<file path="src/rtl/imem_loader.sv">
`default_nettype none
// +----------------------------------------------------------------------------+
// | imem_loader: streams a length-prefixed little-endian byte image into the   |
// | instruction memory and holds the CPU in reset until it is loaded.          |
// | Optional trailing checksum stage: LOADER_CHECKSUM_EN.                      |
// | Revision: 1.0                                                              |
// +----------------------------------------------------------------------------+
module imem_loader #(
  parameter int              DEPTH_WORDS = 4096,
  parameter int              ALEN        = 32,
  parameter logic [ALEN-1:0] BASE_ADDR   = '0
) (
  input  logic            clk,
  input  logic            rst,
  input  logic            start,
  input  logic            byte_valid,
  input  logic [7:0]      byte_data,
  output logic            byte_ready,
  output logic            imem_we,
  output logic [ALEN-1:0] imem_addr,
  output logic [31:0]     imem_wdata,
  output logic            cpu_hold,
  output logic            busy,
  output logic            done,
  output logic            error
);

  typedef enum logic [2:0] {
    S_IDLE  = 3'd0,
    S_HDR   = 3'd1,
    S_LOAD  = 3'd2,
    S_WRITE = 3'd3,
`ifdef LOADER_CHECKSUM_EN
    S_CSUM  = 3'd4,
`endif
    S_DONE  = 3'd5,
    S_ERROR = 3'd6
  } state_t;

  localparam logic [31:0] c_depth = 32'(DEPTH_WORDS);

  state_t          r_state;
  state_t          w_next;
  logic [1:0]      r_bidx;
  logic [31:0]     r_word;
  logic [31:0]     r_count;
  logic [31:0]     r_idx;
  logic [31:0]     r_sum;
  logic            r_byte_ready;
  logic            r_imem_we;
  logic [ALEN-1:0] r_imem_addr;
  logic [31:0]     r_imem_wdata;
  logic            r_cpu_hold;
  logic            r_busy;
  logic            r_done;
  logic            r_error;

  logic            w_accept;
  logic            w_last_byte;
  logic [31:0]     w_word;
  logic            w_restart;
  logic            w_next_ready;

  // The word being assembled, including the byte accepted this cycle.
  assign w_word      = {byte_data, r_word[31:8]};
  assign w_accept    = byte_valid && r_byte_ready;
  assign w_last_byte = w_accept && (r_bidx == 2'd3);
  assign w_restart   = (w_next == S_HDR) && (r_state != S_HDR);

  always_comb begin
    w_next = r_state;
    case (r_state)
      S_IDLE: begin
        if (start) w_next = S_HDR;
      end
      S_HDR: begin
        if (w_last_byte) begin
          if (w_word == 32'd0)        w_next = S_DONE;
          else if (w_word > c_depth)  w_next = S_ERROR;
          else                        w_next = S_LOAD;
        end
      end
      S_LOAD: begin
        if (w_last_byte) w_next = S_WRITE;
      end
      S_WRITE: begin
        if (r_idx + 32'd1 == r_count) begin
`ifdef LOADER_CHECKSUM_EN
          w_next = S_CSUM;
`else
          w_next = S_DONE;
`endif
        end else begin
          w_next = S_LOAD;
        end
      end
`ifdef LOADER_CHECKSUM_EN
      S_CSUM: begin
        if (w_last_byte) begin
          if (r_sum + w_word == 32'd0) w_next = S_DONE;
          else                         w_next = S_ERROR;
        end
      end
`endif
      S_DONE, S_ERROR: begin
        if (start) w_next = S_HDR;
      end
      default: w_next = S_IDLE;
    endcase
  end

  always_comb begin
    w_next_ready = 1'b0;
    case (w_next)
      S_HDR, S_LOAD: w_next_ready = 1'b1;
`ifdef LOADER_CHECKSUM_EN
      S_CSUM:        w_next_ready = 1'b1;
`endif
      default:       w_next_ready = 1'b0;
    endcase
  end

  always_ff @(posedge clk) begin
    if (!rst) begin
      r_state      <= S_IDLE;
      r_bidx       <= 2'd0;
      r_word       <= 32'd0;
      r_count      <= 32'd0;
      r_idx        <= 32'd0;
      r_sum        <= 32'd0;
      r_byte_ready <= 1'b0;
      r_imem_we    <= 1'b0;
      r_imem_addr  <= BASE_ADDR;
      r_imem_wdata <= 32'd0;
      r_cpu_hold   <= 1'b1;
      r_busy       <= 1'b0;
      r_done       <= 1'b0;
      r_error      <= 1'b0;
    end else begin
      r_state      <= w_next;
      // Outputs are registered from the next state so they line up with it.
      r_byte_ready <= w_next_ready;
      r_imem_we    <= (w_next == S_WRITE);
      r_busy       <= w_next_ready || (w_next == S_WRITE);
      r_cpu_hold   <= (w_next != S_DONE);
      r_done       <= (w_next == S_DONE);
      r_error      <= (w_next == S_ERROR);

      if (w_restart) begin
        r_bidx <= 2'd0;
        r_idx  <= 32'd0;
        r_sum  <= 32'd0;
      end else if (w_accept) begin
        r_bidx <= r_bidx + 2'd1;
        r_word <= w_word;
      end

      if (r_state == S_HDR && w_last_byte) r_count <= w_word;

      if (r_state == S_LOAD && w_last_byte) begin
        r_imem_addr  <= BASE_ADDR + ALEN'({r_idx, 2'b00});
        r_imem_wdata <= w_word;
      end

      if (r_state == S_WRITE) begin
        r_idx <= r_idx + 32'd1;
        r_sum <= r_sum + r_imem_wdata;
      end
    end
  end

  assign byte_ready = r_byte_ready;
  assign imem_we    = r_imem_we;
  assign imem_addr  = r_imem_addr;
  assign imem_wdata = r_imem_wdata;
  assign cpu_hold   = r_cpu_hold;
  assign busy       = r_busy;
  assign done       = r_done;
  assign error      = r_error;

endmodule
`default_nettype wire
</file>
<file path="config.mk">
export PLATFORM = sky130hd
export DESIGN_NAME = imem_loader
export DESIGN_NICKNAME = d
export VERILOG_FILES = /design/src/rtl/imem_loader.sv
export SDC_FILE = /design/constraint.sdc
export NUM_CORES = 1
export LEC_CHECK = 0
export BUFFER_PORTS_ARGS = -buffer_cell sky130_fd_sc_hd__buf_2
export CAP_MARGIN = 20
export CORE_MARGIN = 2
export CORE_UTILIZATION = 40
export CTS_CLUSTER_DIAMETER = 150
export DETAILED_ROUTE_END_ITERATION = 6
export GPL_ROUTABILITY_DRIVEN = 0
export GPL_TIMING_DRIVEN = 0
export HOLD_SLACK_MARGIN = 0.05
export PLACE_DENSITY_LB_ADDON = 0.08
export SYNTH_ARGS = -nofsm -noshare
export SYNTH_HDL_FRONTEND = slang
export SYNTH_SLANG_ARGS = --single-unit
</file>
<file path="constraint.sdc">
create_clock -name clk -period 5.78 [get_ports clk]
set_input_delay 0 -clock clk [delete_from_list [all_inputs] [get_ports clk]]
set_output_delay 0 -clock clk [all_outputs]
set_load 0.02 [all_outputs]
</file>
== Word-level counts from Yosys, hierarchy flattened ==
Index checks and enable logic that the tools add are counted.

* Register bits: 169
* Bits in latches: 0
* RAM bits: 0
* ROM bits: 0
* Input bits: 12
* Output and inout bits: 70
* Word-level logic and storage cells: 55
* Memories: 0

* Add/subtract/negate cells: 2
* Multiply operators: 0
* Divide/modulo/power cells: 0
* Magnitude comparators: 1
* Equality and inequality tests: 14
* Shift-type cells: 0
* Multiplexer cells: 10
* Bitwise gates (word level): 2
* Reduce and logical (&&, ||, !) cells: 13

{| class="wikitable"
|+ Operator list
! cell !! count
|-
| two-way mux 32 bit || 2
|-
| adder 32 x 1 -> 32 bit (second input constant) || 1
|-
| equality test 32 bit || 1
|-
| > comparator 32 x 13 -> 1 bit (second input constant) || 1
|-
| zero test 32 bit || 1
|-
| two-way mux 3 bit || 6
|-
| equality test 3 x 2 -> 1 bit (second input constant) || 4
|-
| equality test 3 bit (second input constant) || 4
|-
| case mux 3 bit (4 select lines) || 1
|-
| equality test 3 x 1 -> 1 bit (second input constant) || 2
|-
| logical AND 1 bit || 5
|-
| OR reduction 2 bit || 2
|-
| zero test 3 bit || 1
|-
| != test 3 x 1 -> 1 bit (second input constant) || 1
|-
| != test 3 bit (second input constant) || 1
|-
| OR reduction 3 bit || 1
|-
| adder 2 x 1 -> 2 bit (second input constant) || 1
|-
| equality test 2 bit (second input constant) || 1
|-
| NOT 1 bit || 2
|-
| AND reduction 2 bit || 1
|-
| nonzero test 2 bit || 1
|-
| logical OR 1 bit || 1
|-
| two-way mux 1 bit || 1
|}

== Logic depth before layout (Yosys ltp) ==
* Depth after elaboration: 9
* Mapped depth: 10
* Mapped depth without buffers: 9

== Worst setup path after synthesis ==
Ideal clock, no wire load.

* Kind: register to register
* Start point: register r_idx[11]
* End point: register r_imem_we (netlist: imem_we)
* Setup time: 0.126 ns
* Arrival: 2.893 ns
* Data required time: 5.654 ns
* Setup slack: 2.760 ns
* Stages on the path, launching flop included: 11
* Buffers on the path: 2
* Period minus slack after synthesis: 3.020 ns
* Path through: dfxtp_1 > clkbuf_2 > nand4_2 > or4_4 > buf_4 > nor4_1 > xnor2_1 > o21ai_0 > or4_1 > o311a_1 > nor3b_1

* Word-level cells in the longest chain between the ends: 5

{| class="wikitable"
|+ Ends and longest elaborated chain
! element !! RTL line !! text
|-
| start: declaration || 47 || <nowiki>logic [31:0] r_idx;</nowiki>
|-
| start signal: assignment || 166 || <nowiki>r_idx <= r_idx + 32'd1;</nowiki>
|-
| adder 32 x 1 -> 32 bit || 87 || <nowiki>if (r_idx + 32'd1 == r_count) begin</nowiki>
|-
| equality test 32 bit || 87 ||
|-
| two-way mux 3 bit || 87 ||
|-
| case mux 3 bit (4 select lines) || 72 || <nowiki>case (r_state)</nowiki>
|-
| equality test 3 x 2 -> 1 bit || 143 || <nowiki>r_imem_we <= (w_next == S_WRITE);</nowiki>
|-
| end signal: assignment || 143 ||
|-
| end: declaration || 50 || <nowiki>logic r_imem_we;</nowiki>
|}

Every way passes these cells.
A chain may end at the register's enable or synchronous reset.

== Worst setup path after layout ==
Ends and elaborated chain as after synthesis.

==> summary by stage <==
STA
The transition time at the pin with the least slew margin is ~0.95 ns. The post-route minimum period is a little under 4 ns. The number of hold-slack violations in the final timing report came to 0.

The count of final setup violators is 0. Dividing the final minimum period by the clock period gives 0.669. The number of pins exceeding their max-slew limit in the final report is 0. Setup repair after global routing left no endpoint under its margin. Summed over all failing endpoints, the final setup total negative slack is 0 ns. The maximum frequency from static timing analysis is 0.259 GHz. The worst clock skew is 0.00971 ns. In this run the tightest slew margin relative to its limit is 0.359.

Synth
The synthesized netlist cell count is between 900 and 1000. The post-synthesis area per instance is 8.00 µm². The count of yosys warnings during synthesis is 0. The most frequently used flop master after synthesis is sky130_fd_sc_hd__dfxtp_1. For this run, the register share of the synthesized area comes to 0.426.

The flip-flop and latch count after synthesis is about 160. In this run, synthesis inferred 0 flip-flops with an integrated enable. The async set-or-reset flop fraction in the synthesized netlist is 0. The netlist uses 60 different library cells. After synthesis the cells add up to between 7000 and 8000 µm².

Worst setup path
The data required time of the critical path is 6.09 ns. Of all nets on the critical path, the largest fanout is 10. For this design, the slowest cell found on the critical path is sky130_fd_sc_hd__nor4_1. Counting cells, the worst reg-to-reg path comes to 10. The element type at the critical path end is a flop. The critical path goes through clkbuf_2 > nand4_2 > or4_4 > buf_4 > nor4_1 > xnor2_1 > o21ai_0 > or4_1 > o311a_1 > nor3b_1. For this run, the slowest stage of the critical path takes 0.80 ns. The worst path arrival time is approximately 4.2 ns.

The critical path contains buffers and inverters numbering 2 combined. The top cell family by delay on the critical path is simple AND/OR/NAND/NOR gates. In this run the critical register-to-register path is launched from r_idx[11]. The internal reg-to-reg setup slack is ~1.9 ns. The type of the setup path with the least slack is reg -> reg. The endpoint of the most critical register-to-register path is imem_we. The critical path startpoint category is a flop.

Hold path
The path category of the worst min-delay check is in -> reg. The startpoint identified for the worst hold timing path is rst. The worst hold path stage count is 3. The path with the worst hold slack has its endpoint at r_bidx[1].

Routing
The total number of vias is around 6900. The first TritonRoute pass finished after 5 iterations. The number of nets with antenna violations after detailed routing is 0.

After detailed routing, the number of vias per cell comes to around 5.3. After the first detailed-routing iteration, the DRC count stood at ~400. Dividing the detail-routed wire length by the instance count gives between 15 and 20 µm. The detailed-route wire length is between 20000 and 25000 µm. For this run, design rule violations remaining after detail routing come to 0.

Placed design
The HPWL reported at the end of detailed placement is 16900 µm. The count of buffers added on input and output ports is ~80.

Global route
The total congestion overflow after global routing is 0. The global routing usage summed across all routing layers is 0.235. The first global-routing pass estimated ~36000 µm of wire.

Entering global routing, the biggest net connects 17 pins. The number of global-route vias before repair is 6338. The initial antenna violation count came to 0.

Power
The sequential share of power is 0.481. The net switching power is about 0.53 mW. The post-route total power is roughly 2.3 mW. The highest ir drop seen on vdd is a little over 200 µV. The internal power is 1.79 mW. The power density over the cells is roughly 260 nW/µm². The clock network fraction of design power is 0.486. The leakage power is approximately 3.3 nW. The share of power burned in combinational logic is 0.032. The switching power share of the total is 0.228.

Floorplanning
The die footprint is 20000 µm². The area of the core is ~19000 µm². The die boundary width is ~140 µm.

The die is ~140 µm tall. The initial cell density of the core is 0.406. The initialized floorplan defines 50 standard-cell rows. During I/O placement, the number of pins put on the boundary was 82.

Clock network
The clock-pin transition on the worst setup and hold timing paths is roughly 0.06 ns. The maximum number of buffers from clock root to sink is 2. In this run the post-CTS setup repair buffer count came out at 0.

The clock latency at the later pin of the worst-skew pair is ~0.44 ns. The clock buffer count from CTS is 17. The CTS tree is yes. The root buffer cell chosen for the clock tree is sky130_fd_sc_hd__clkbuf_16. For this design, the sink count on the clock tree is 161.

The count of H-tree levels built during CTS is 4.

Flow run
The tool flagged a number of max-cap violations equal to 0.

Finish
In the final layout, the multi-input gates occupy about 4000 µm². The net total in the final layout is around 1100. In the layout the commonest cells are 277 x sky130_fd_sc_hd__nand2_1, 161 x sky130_fd_sc_hd__dfxtp_1, 119 x sky130_fd_sc_hd__a21boi_0. The sequential cells in the finished layout cover a total of 3220 µm². The number of antenna diodes is 0. The fraction of layout cells with a size suffix above 1 is 0.127.

The layout overhead on the synthesized area is 18.0%. After filler insertion, the fill cell instance count of the layout stands at 1904. The library cell used most frequently in the layout, excluding fill and tap cells, is sky130_fd_sc_hd__nand2_1.

Status
The flow ran to the end, and the final reports show no timing, DRC or antenna violations.
power groups by stage:
stage	Clock, mW	Combinational [mW]	Sequential (mW)
after floorplan	0	0.0406	1.14
after global placement	0	0.0711	1.14
after detailed placement	0	0.0707	1.14
after CTS	1.15	0.0754	1.12
after global routing	1.21	0.0822	1.12
final	1.13	0.0755	1.12
per-layer routing:
layer  GRT usage  part of all wire  up-vias
li1            -                 -     3470
met1       0.319              0.47     3173
met2       0.379              0.45      211
met3      0.0358             0.053       41
met4      0.0847             0.026        0
met5           0                 0        -
worst reg2reg max path, cell delays in order, from the launching register on:
cell and delay [ns]:
sky130_fd_sc_hd__dfxtp_1 0.30, sky130_fd_sc_hd__clkbuf_2 0.21, sky130_fd_sc_hd__nand4_2 0.19, sky130_fd_sc_hd__or4_4 0.58, sky130_fd_sc_hd__buf_4 0.20, sky130_fd_sc_hd__nor4_1 0.80
sky130_fd_sc_hd__xnor2_1 0.19, sky130_fd_sc_hd__o21ai_0 0.17, sky130_fd_sc_hd__or4_1 0.58, sky130_fd_sc_hd__o311a_1 0.36, sky130_fd_sc_hd__nor3b_1 0.15
logic make-up after synthesis:
kind of cell    after synthesis  share of synthesized area
compound gates              223                      0.207
xor+xnor                     45                     0.0521
simple gates                434                      0.263
fa+ha+maj                     2                    0.00330
other cells                   1                   0.000495
buf+inv                      75                     0.0421
mux                           5                    0.00678
flops                       161                      0.426
stage by stage:
stage                     hold WS (ns)  setup WS, ns  std cells  instance area [µm²]  utilization
after floorplan                  0.145          2.76        947                 7570            -
after global placement           0.308          2.00       1260                 8260        0.443
after detailed placement         0.308          1.98       1260                 8260        0.443
after CTS                       0.0927          1.96       1301                 8930        0.479
after global routing             0.132          1.77       1301                 8930        0.479
final                           0.0967          1.92       1301                 8930        0.479
cells in the mapped netlist (2+ instances only):
cell type | n | area [µm²]
sky130_fd_sc_hd__clkbuf_1 | 51 | 191
sky130_fd_sc_hd__or4_1 | 3 | 22.5
sky130_fd_sc_hd__a21oi_1 | 14 | 70.1
sky130_fd_sc_hd__nand2b_1 | 6 | 37.5
sky130_fd_sc_hd__xnor2_1 | 24 | 210
sky130_fd_sc_hd__mux2i_1 | 4 | 40.0
sky130_fd_sc_hd__nor2b_1 | 6 | 37.5
sky130_fd_sc_hd__ha_1 | 2 | 25.0
sky130_fd_sc_hd__nor4_1 | 17 | 106
sky130_fd_sc_hd__o211a_1 | 2 | 20.0
sky130_fd_sc_hd__or3_1 | 5 | 31.3
sky130_fd_sc_hd__buf_4 | 6 | 45.0
sky130_fd_sc_hd__o31ai_1 | 17 | 128
sky130_fd_sc_hd__nor3_1 | 13 | 65.1
sky130_fd_sc_hd__dfxtp_1 | 161 | 3220
sky130_fd_sc_hd__nor3b_1 | 2 | 15.0
sky130_fd_sc_hd__and2_1 | 11 | 68.8
sky130_fd_sc_hd__nand2_1 | 277 | 1040
sky130_fd_sc_hd__nor2_1 | 30 | 113
sky130_fd_sc_hd__or4_4 | 2 | 22.5
sky130_fd_sc_hd__a21boi_1 | 3 | 22.5
sky130_fd_sc_hd__nand4_1 | 15 | 93.8
sky130_fd_sc_hd__nand3_1 | 22 | 110
sky130_fd_sc_hd__inv_1 | 6 | 22.5
sky130_fd_sc_hd__and2_0 | 2 | 12.5
sky130_fd_sc_hd__a41o_1 | 2 | 20.0
sky130_fd_sc_hd__a31oi_1 | 3 | 18.8
sky130_fd_sc_hd__o41a_1 | 2 | 22.5
sky130_fd_sc_hd__o41ai_1 | 3 | 26.3
sky130_fd_sc_hd__a21boi_0 | 119 | 893
sky130_fd_sc_hd__xor2_1 | 21 | 184
sky130_fd_sc_hd__nand3b_1 | 2 | 15.0
sky130_fd_sc_hd__o21ai_0 | 44 | 220
sky130_fd_sc_hd__buf_2 | 10 | 50.1
sky130_fd_sc_hd__o311ai_0 | 3 | 26.3
sky130_fd_sc_hd__and3_1 | 8 | 50.1
sky130_fd_sc_hd__and4_1 | 3 | 26.3
sky130_fd_sc_hd__nand4_2 | 2 | 25.0
sky130_fd_sc_hd__clkbuf_2 | 2 | 10.0
cell type report:
type,count,share of cell area
plain buffers,69,0.0332
inverters,6,0.00252
clock buffers,22,0.0508
multi-input cells,711,0.451
flip-flops and latches,161,0.361
well taps,234,0.0328
clock inverters,10,0.0143
repair buffers,88,0.0543
how the worst max path moves through the flow:
stage | from | to | slack, ns | cells past startpoint
floorplan | r_idx[11] | imem_we | 2.76 | 10
global placement | r_idx[1] | imem_we | 2.00 | 9
detailed placement | r_idx[1] | imem_we | 1.98 | 9
CTS | r_idx[1] | error | 1.96 | 9
global route | r_idx[0] | error | 1.77 | 10
finish | r_idx[11] | imem_we | 1.92 | 10
registers in the layout, summed over array words and instances, names as in the netlist, 2 cells and up:
register,flops
r_state,3
imem_wdata,32
imem_addr,30
r_bidx,2
r_idx,32
r_count,32
r_word,24
repair_timing:
| action | in CTS | in global routing |
|---|---|---|
| hold endpoints to repair | 26 | 0 |
| resized for setup | 0 | 0 |
| hold buffers | 9 | 0 |
No activity file was read; power rests on OpenSTA's default activity.
